## config.mk

```make
export PLATFORM = sky130hd
export DESIGN_NAME = cext_instr_aligner
export DESIGN_NICKNAME = d
export VERILOG_FILES = /design/src/rtl/cext_instr_aligner.sv
export SDC_FILE = /design/constraint.sdc
export NUM_CORES = 1
export LEC_CHECK = 0
export CORE_ASPECT_RATIO = 1.75
export CORE_MARGIN = 4
export CORE_UTILIZATION = 52
export CTS_CLUSTER_DIAMETER = 80
export CTS_CLUSTER_SIZE = 14
export DETAILED_ROUTE_END_ITERATION = 10
export PLACE_DENSITY = 0.82
export SLEW_MARGIN = 20
export SYNTH_ARGS = -nofsm -noshare
export SYNTH_HDL_FRONTEND = slang
export SYNTH_SLANG_ARGS = --single-unit
```

## constraint.sdc

```tcl
create_clock -name clk -period 2.9 [get_ports clk]
set_input_delay 0.725 -clock clk [delete_from_list [all_inputs] [get_ports clk]]
set_output_delay 0.725 -clock clk [all_outputs]
set_load 0.05 [all_outputs]
```

## src/rtl/cext_instr_aligner.sv

```systemverilog
// Turns the I-cache word stream into whole RVC/RV32 instructions tagged with their PC.
// Keeps one carried halfword so compressed pairs and word-straddling 32-bit instructions are realigned.
module cext_instr_aligner #(
  parameter int              XLEN     = 32,
  parameter logic [XLEN-1:0] RESET_PC = '0
) (
  input  logic            clk,
  input  logic            rst_n,
  input  logic            word_valid_i,
  input  logic [XLEN-1:0] word_data_i,
  input  logic            redirect_i,
  input  logic [XLEN-1:0] redirect_pc_i,
  input  logic            id_stall_i,
  output logic [XLEN-1:0] fetch_addr_o,
  output logic            word_accept_o,
  output logic            fetch_hold_o,
  output logic [XLEN-1:0] instr_o,
  output logic [XLEN-1:0] instr_pc_o,
  output logic            is_comp_o,
  output logic            instr_valid_o
);

  typedef enum logic [1:0] {EMPTY, HOLD_C, SPLIT} state_e;

  state_e          state_q, state_d;
  logic [15:0]     buf_q, buf_d;
  logic [XLEN-1:0] buf_pc_q, buf_pc_d;
  logic [XLEN-1:0] fetch_addr_q, fetch_addr_d;
  logic            skip_lo_q, skip_lo_d;
  logic [XLEN-1:0] instr_q, instr_d;
  logic [XLEN-1:0] instr_pc_q, instr_pc_d;
  logic            is_comp_q, is_comp_d;
  logic            instr_valid_q, instr_valid_d;
  logic            accept;

  logic [15:0]     lo, hi;
  logic            lo_comp, hi_comp;
  logic [XLEN-1:0] fa_plus2, fa_plus4;

  assign lo       = word_data_i[15:0];
  assign hi       = word_data_i[31:16];
  assign lo_comp  = (lo[1:0] != 2'b11);
  assign hi_comp  = (hi[1:0] != 2'b11);
  assign fa_plus2 = fetch_addr_q + XLEN'(2);
  assign fa_plus4 = fetch_addr_q + XLEN'(4);

  always_comb begin
    state_d       = state_q;
    buf_d         = buf_q;
    buf_pc_d      = buf_pc_q;
    fetch_addr_d  = fetch_addr_q;
    skip_lo_d     = skip_lo_q;
    instr_d       = instr_q;
    instr_pc_d    = instr_pc_q;
    is_comp_d     = is_comp_q;
    instr_valid_d = instr_valid_q;
    accept        = 1'b0;

    if (redirect_i) begin
      state_d       = EMPTY;
      buf_d         = '0;
      buf_pc_d      = '0;
      fetch_addr_d  = {redirect_pc_i[XLEN-1:2], 2'b00};
      skip_lo_d     = redirect_pc_i[1];
      instr_valid_d = 1'b0;
    end else if (!id_stall_i) begin
      instr_valid_d = 1'b0;
      unique case (state_q)
        EMPTY: begin
          if (word_valid_i) begin
            accept       = 1'b1;
            fetch_addr_d = fa_plus4;
            skip_lo_d    = 1'b0;
            if (skip_lo_q) begin
              // Entered mid-word: low half belongs to code before the target
              if (hi_comp) begin
                instr_d       = XLEN'(hi);
                instr_pc_d    = fa_plus2;
                is_comp_d     = 1'b1;
                instr_valid_d = 1'b1;
              end else begin
                buf_d    = hi;
                buf_pc_d = fa_plus2;
                state_d  = SPLIT;
              end
            end else if (lo_comp) begin
              instr_d       = XLEN'(lo);
              instr_pc_d    = fetch_addr_q;
              is_comp_d     = 1'b1;
              instr_valid_d = 1'b1;
              buf_d         = hi;
              buf_pc_d      = fa_plus2;
              state_d       = hi_comp ? HOLD_C : SPLIT;
            end else begin
              instr_d       = word_data_i;
              instr_pc_d    = fetch_addr_q;
              is_comp_d     = 1'b0;
              instr_valid_d = 1'b1;
            end
          end
        end
        HOLD_C: begin
          instr_d       = XLEN'(buf_q);
          instr_pc_d    = buf_pc_q;
          is_comp_d     = 1'b1;
          instr_valid_d = 1'b1;
          state_d       = EMPTY;
        end
        SPLIT: begin
          if (word_valid_i) begin
            accept        = 1'b1;
            fetch_addr_d  = fa_plus4;
            instr_d       = XLEN'({lo, buf_q});
            instr_pc_d    = buf_pc_q;
            is_comp_d     = 1'b0;
            instr_valid_d = 1'b1;
            buf_d         = hi;
            buf_pc_d      = fa_plus2;
            state_d       = hi_comp ? HOLD_C : SPLIT;
          end
        end
        default: state_d = EMPTY;
      endcase
    end
  end

  always_ff @(posedge clk or negedge rst_n) begin
    if (!rst_n) begin
      state_q       <= EMPTY;
      buf_q         <= '0;
      buf_pc_q      <= '0;
      fetch_addr_q  <= {RESET_PC[XLEN-1:2], 2'b00};
      skip_lo_q     <= RESET_PC[1];
      instr_q       <= '0;
      instr_pc_q    <= '0;
      is_comp_q     <= 1'b0;
      instr_valid_q <= 1'b0;
    end else begin
      state_q       <= state_d;
      buf_q         <= buf_d;
      buf_pc_q      <= buf_pc_d;
      fetch_addr_q  <= fetch_addr_d;
      skip_lo_q     <= skip_lo_d;
      instr_q       <= instr_d;
      instr_pc_q    <= instr_pc_d;
      is_comp_q     <= is_comp_d;
      instr_valid_q <= instr_valid_d;
    end
  end

  assign fetch_addr_o  = fetch_addr_q;
  assign word_accept_o = accept;
  assign fetch_hold_o  = id_stall_i | (state_q == HOLD_C);
  assign instr_o       = instr_q;
  assign instr_pc_o    = instr_pc_q;
  assign is_comp_o     = is_comp_q;
  assign instr_valid_o = instr_valid_q;

endmodule

```

==> results.md, run 1 <==
- Status: complete, no violations
- Crit end category: primary output
- Sequential power share: 0.309
- Antenna diodes: 0
- Post-CTS sizing: 0
- Post-synthesis sequential area ratio: 0.470
- Clk pwr share: 0.237
- Fmax: 0.361 GHz
- HP Class: in2async
- Logic pwr share: 0.453
- Unique masters post-synth: 63
- Final Util: 0.695
- R2R Path End: instr_o[8]
- Synthesized flop and latch total: 147
- Worst-margin pin slew: 892 ps
- Synth Area in Simple Gates: 0.108
- Num ports: 169
- Slew headroom: 0.405
- Post-synthesis xor/xnor area fraction: 0.0112
- Worst r2r src: state_q[0]
- Share of cells above drive strength 1: 0.231
- Vias: 6684
- Clk_lat worst skew: 420 ps
- Mapped Cells: 740
- Clock sink count: 147
- P per Cell Area: 916 nW/µm²
- RSZ-0062 raised after global routing: false
- Hold slack: 266 ps
- Internal: 5.58 mW
- Syn. warnings: 0
- Die X: 101 µm
- Largest cells by area after synthesis: dfrtp_1, mux2_2, a311oi_1
- Yosys top cell by area: dfrtp_1
- Vias in the first global route: 7001
- DRT antenna net count: 0
- Initial Utilization: 0.528
- DRC: 0
- Initial DRC Count: 387
- Largest net degree at the start of global routing: 81
- Syn Std Cell Area: 7830 µm²
- Synth Area in Adders: 0.00799
- Leakage power figure: 4.25 nW
- Pwr Total: 9.44 mW
- Routed WL per cell: 20.6 µm
- CTS Buf Count: 17
- Clk_skew: 10.8 ps
- Area growth from synthesis to layout: 31.7%
- Synth Area in Compound Gates: 0.179
- WS Path Type: reg2out
- First-pass GRT wire length: 36.0 mm
- Number of synthesized flops with an enable pin: 0
- Post-synthesis mux area share: 0.162
- Share of the synthesized area in the top cell type: 0.470
- Worst-case vdd ir drop: 0.593 mV
- Switching share of power: 0.409
- Fill cell count: 1100
- CTS tree: built
- FP Rows: 59
- TNS Setup: 0 ps
- Hpwl dp: 14.8 mm
- Port buffer count: 165
- FF-to-FF setup slack: 420 ps
- Worst Reg-to-Reg Cells: 7
- Max-Cap Viols: 0
- Ys flop type: dfrtp_1
- Layout Nets: 959
- Core Region: 14800 µm²
- Average cell area after synthesis: 10.6 µm²
- Most frequent cells after synthesis: dfrtp_1, mux2_2, nand2_1
- Main combinational cell family by area after synthesis: compound AO/OA/AOI/OAI gates
- All-Layer GR Usage: 0.265
- Max FO, Critical Path: 7
- Die height: 170 µm
- Post-synth ARST share: 1.00
- Most instantiated library cell after synthesis: dfrtp_1
- Net switching power: 3.86 mW
- Hold Buf Count CTS: 0
- Final setup fails: 0
- Final Cell Area: 10300 µm²
- Total wire length: 22.2 mm
- Required time of the critical path: 2170 ps
- Final hold vios: 0
- Final Max Tran Viols: 0
- Placer Congestion: 0.827
- Worst Path Arrival: 2050 ps
- Maximum clock path buffer count: 2
- Type of origin of the critical path: flip-flop
- Crit path time final: 2770 ps
- Via density: 6.19
- Clk slew on worst S/H paths: 60 ps
- Antenna violations before repair: 0
- Total setup buffers inserted after CTS: 0
- Die area: 17200 µm²
- Total iterations of the first detailed-routing run: 5
- H-tree depth: 4
- Cell Area, Placed: 9720 µm²
- Clk root buf: clkbuf_16
- Global route total overflow: 0
- Final period util: 0.956
-- state kept, by name (all words and copies together), names as in the netlist --
| signal | cells |
|---|---|
| is_comp_o | 1 |
| fetch_addr_o | 30 |
| instr_pc_o | 32 |
| instr_o | 32 |
| instr_valid_o | 1 |
| buf_q | 16 |
| skip_lo_q | 1 |
| buf_pc_q | 32 |
| state_q | 2 |
-- cell type report --
type                            instances  area (µm²)  share of cell area
Timing Repair Buffer                  191        1930               0.187
Tap cell                              183         229              0.0222
Inverter                               51         191              0.0186
Sequential cell                       147        3680               0.357
Multi-Input combinational cell        477        3700               0.358
Clock buffer                           21         460              0.0446
Clock inverter                          9         131              0.0127
-- worst max-delay path, cell delays in order, from the launching register on --
cell and delay (ps):
dfrtp_1 500, clkinv_1 210, ha_1 310, o21ai_0 350, nor3_2 100, buf_12 160
-- cell families (layout without fill, tap and decap cells) --
kind of cell,Yosys count,after routing
other cells,1,2
buf+inv,117,272
compound gates,187,187
simple gates,158,158
xor+xnor,10,10
flops,147,147
mux,115,115
fa+ha+maj,5,5
-- power by group through the flow --
stage / combinational [mW] / clock [mW] / sequential [mW]
final: 4.28 / 2.24 / 2.92
after global routing: 4.49 / 2.36 / 2.98
after CTS: 4.30 / 2.27 / 2.92
after detailed placement: 4.29 / 0 / 2.95
after global placement: 4.24 / 0 / 2.93
after floorplan: 1.35 / 0 / 4.36
-- cell usage in the layout (no fill, tap or decap), types with 19 or more instances in the layout --
cell type,count
nor2_1,19
a311oi_1,40
mux2i_1,24
clkdlybuf4s50_1,161
inv_1,49
mux2_2,91
a31o_2,40
buf_4,21
o21ai_0,41
nand2_1,58
dfrtp_1,147
-- through the flow --
step / cells / setup WS [ps]
after global placement: 1049 / 110
after global routing: 1079 / 72.6
after detailed placement: 1049 / 63.2
after CTS: 1079 / 128
after floorplan: 741 / 189
final: 1079 / 128
-- worst max-delay path by stage --
| stage | startpoint | endpoint | cells past startpoint |
|---|---|---|---|
| after global routing | state_q[0] | word_accept_o | 5 |
| after detailed placement | word_valid_i | fetch_addr_o[20] | 6 |
| after global placement | word_valid_i | fetch_addr_o[22] | 6 |
| after floorplan | state_q[0] | word_accept_o | 6 |
| final | state_q[0] | word_accept_o | 5 |
| after CTS | state_q[0] | word_accept_o | 5 |
-- routing by layer --
layer / share of wire / wire [µm] / global-route usage
met5: 0 / 0 / 0
met4: 0.035 / 768 / 0.123
met3: 0.061 / 1350 / 0.0455
met2: 0.53 / 11900 / 0.458
met1: 0.37 / 8230 / 0.318
Power figures use the tool's default switching activity.
==> run 2, diff against run 1 <==
Settings changed: CAP_MARGIN set to 20, CORE_UTILIZATION 52 to 55, DONT_BUFFER_PORTS set to 1, PLACE_DENSITY 0.82 to 0.7.
==> run 2 against run 1 <==
  * Flip-flop and latch count unchanged
  * Routed wire length decreased by 2.2%
  * Final area decreased by 15%
  * Clock-buffer cell count decreased by 2
  * Non-clock buffer count decreased by 146
  * Register-to-register slack got worse by 200 ps
  * Critical path type unchanged
  * Critical endpoint unchanged
==> results.md, run 2 (synthesized netlist as in run 1, its figures left out) <==
- R2R Path End: instr_pc_o[30]
- Clock sink count: 147
- Final WS setup: 97.4 ps
- Met3 Track Usage GR: 0.0715
- Port buffer count: 0
- First-pass GRT wire length: 34.7 mm
- RSZ-0062 raised after global routing: false
- Clk slew on worst S/H paths: 60 ps
- Area growth from synthesis to layout: 11.6%
- Clk_skew: 10.1 ps
- Routed WL per cell: 23.4 µm
- Clk root buf: clkbuf_16
- FP Rows: 57
- Worst Setup EP: word_accept_o
- Status: complete, no violations
- Die height: 166 µm
- Worst-case vdd ir drop: 0.683 mV
- Type of origin of the critical path: flip-flop
- Max FO, Critical Path: 7
- Num ports: 169
- Largest net degree at the start of global routing: 148
- Final Max Tran Viols: 0
- Global route total overflow: 0
- Place WS: 151 ps
- Die X: 98.2 µm
- Busiest grt layer: met2
- Crit end category: primary output
- Worst r2r src: state_q[0]
- Share of cells above drive strength 1: 0.297
- HP Class: in2async
- Antenna diodes: 0
- CTS Buf Count: 17
- Initial DRC Count: 310
- Leakage power figure: 3.68 nW
- Worst Setup SP: state_q[0]
- Fmax: 0.357 GHz
- Vias in the first global route: 6506
- Initial Utilization: 0.563
- Core Region: 13900 µm²
- Leading cell types in the layout, fill and taps excluded: dfrtp_1, mux2_2, nand2_1
- Final Cell Area: 8740 µm²
- Via density: 6.61
- Worst-margin pin slew: 890 ps
- Vias: 6143
- Clk_lat worst skew: 420 ps
- Cells after DPL: 893
- FF-to-FF setup slack: 220 ps
- Max-Cap Viols: 0
- Final setup fails: 0
- Total iterations of the first detailed-routing run: 5
- Met1 track demand over resource: 0.299
- CTS tree: built
- Hpwl dp: 13.9 mm
- Fin cells: 929
- Commonest non-fill, non-tap cell in the layout: dfrtp_1
- Hold slack: 174 ps
- Maximum clock path buffer count: 2
- Final period util: 0.966
- Slew headroom: 0.407
- P per Cell Area: 957 nW/µm²
- Die area: 16300 µm²
- Crit path time final: 2800 ps
- Final hold vios: 0
- Required time of the critical path: 2170 ps
- DRT antenna net count: 0
- Cell Area, Placed: 8100 µm²
- TNS Setup: 0 ps
- WS Path Type: reg2out
- Placer Congestion: 0.841
- Worst Path Arrival: 2080 ps
- GR Util met2: 0.472
- Layout Nets: 813
- Fill cell count: 1116
- Total setup buffers inserted after CTS: 0
- Antenna violations before repair: 0
- Worst Reg-to-Reg Cells: 6
- All-Layer GR Usage: 0.263
- DRC: 0
- H-tree depth: 4
- Total wire length: 21.7 mm
-- run 2: cell count changes in the layout (fill, tap and decap cells not counted), sizes merged --
cell           before  now
inv                50   55
clkinvlp            3    5
bufinv              3    1
clkinv              4    3
clkbuf             21   19
buf                30   43
dlygate4sd3         0    2
clkdlybuf4s50     161    0
-- run 2: layout make-up --
type                    count  area [µm²]  share of cell area
well taps                 177         221              0.0253
multi-input cells         477        3700               0.423
flip-flops and latches    147        3680               0.421
inverters                  51         191              0.0219
clock inverters            13         125              0.0143
clock buffers              19         443              0.0507
repair buffers             45         383              0.0438
-- run 2: worst min-delay path by stage --
stage / cells past startpoint / to / from
after floorplan: 0 / buf_pc_q[0] / rst_n
after global placement: 0 / instr_o[29] / rst_n
after CTS: 0 / instr_o[29] / rst_n
after global routing: 1 / instr_o[8] / rst_n
final: 1 / instr_o[5] / rst_n
after detailed placement: 0 / instr_o[29] / rst_n
-- run 2: what timing repair did --
item / 4_1_cts / 5_1_grt
endpoints found under the hold margin: 135 / 18
resized for setup: 0 / 1
endpoints found under the setup margin: 0 / 16
-- run 2: report_power, final --
group | total (mW) | internal [mW] | switching (mW)
Combinational | 1.94 | 0.853 | 1.08
Clock | 2.12 | 1.22 | 0.908
Sequential | 4.30 | 2.54 | 1.76
Total | 8.36 | 4.61 | 3.75
-- run 2: critical path: stages (launching register included) --
cell and delay [ps]:
dfrtp_1 500, clkinv_1 190, ha_1 300, o21ai_0 390, nor3_2 70, buf_4 200
-- run 2: metrics by stage --
step	total power, mW	utilization
floorplan	5.71	-
global placement	6.13	0.582
detailed placement	6.23	0.582
CTS	8.36	0.623
global route	8.72	0.628
finish	8.36	0.628
-- run 2: layer usage --
layer	vias to the layer above	wire length (µm)
met3	43	1830
met1	3117	7770
met4	0	668
met5	-	0
li1	2729	-
met2	254	11500
==> run 3, diff against run 2 <==
Settings changed: SKIP_CTS_REPAIR_TIMING set to 1.
==> results of run 3 <==
Final layout, timing and power as in run 2 (identical DEF).
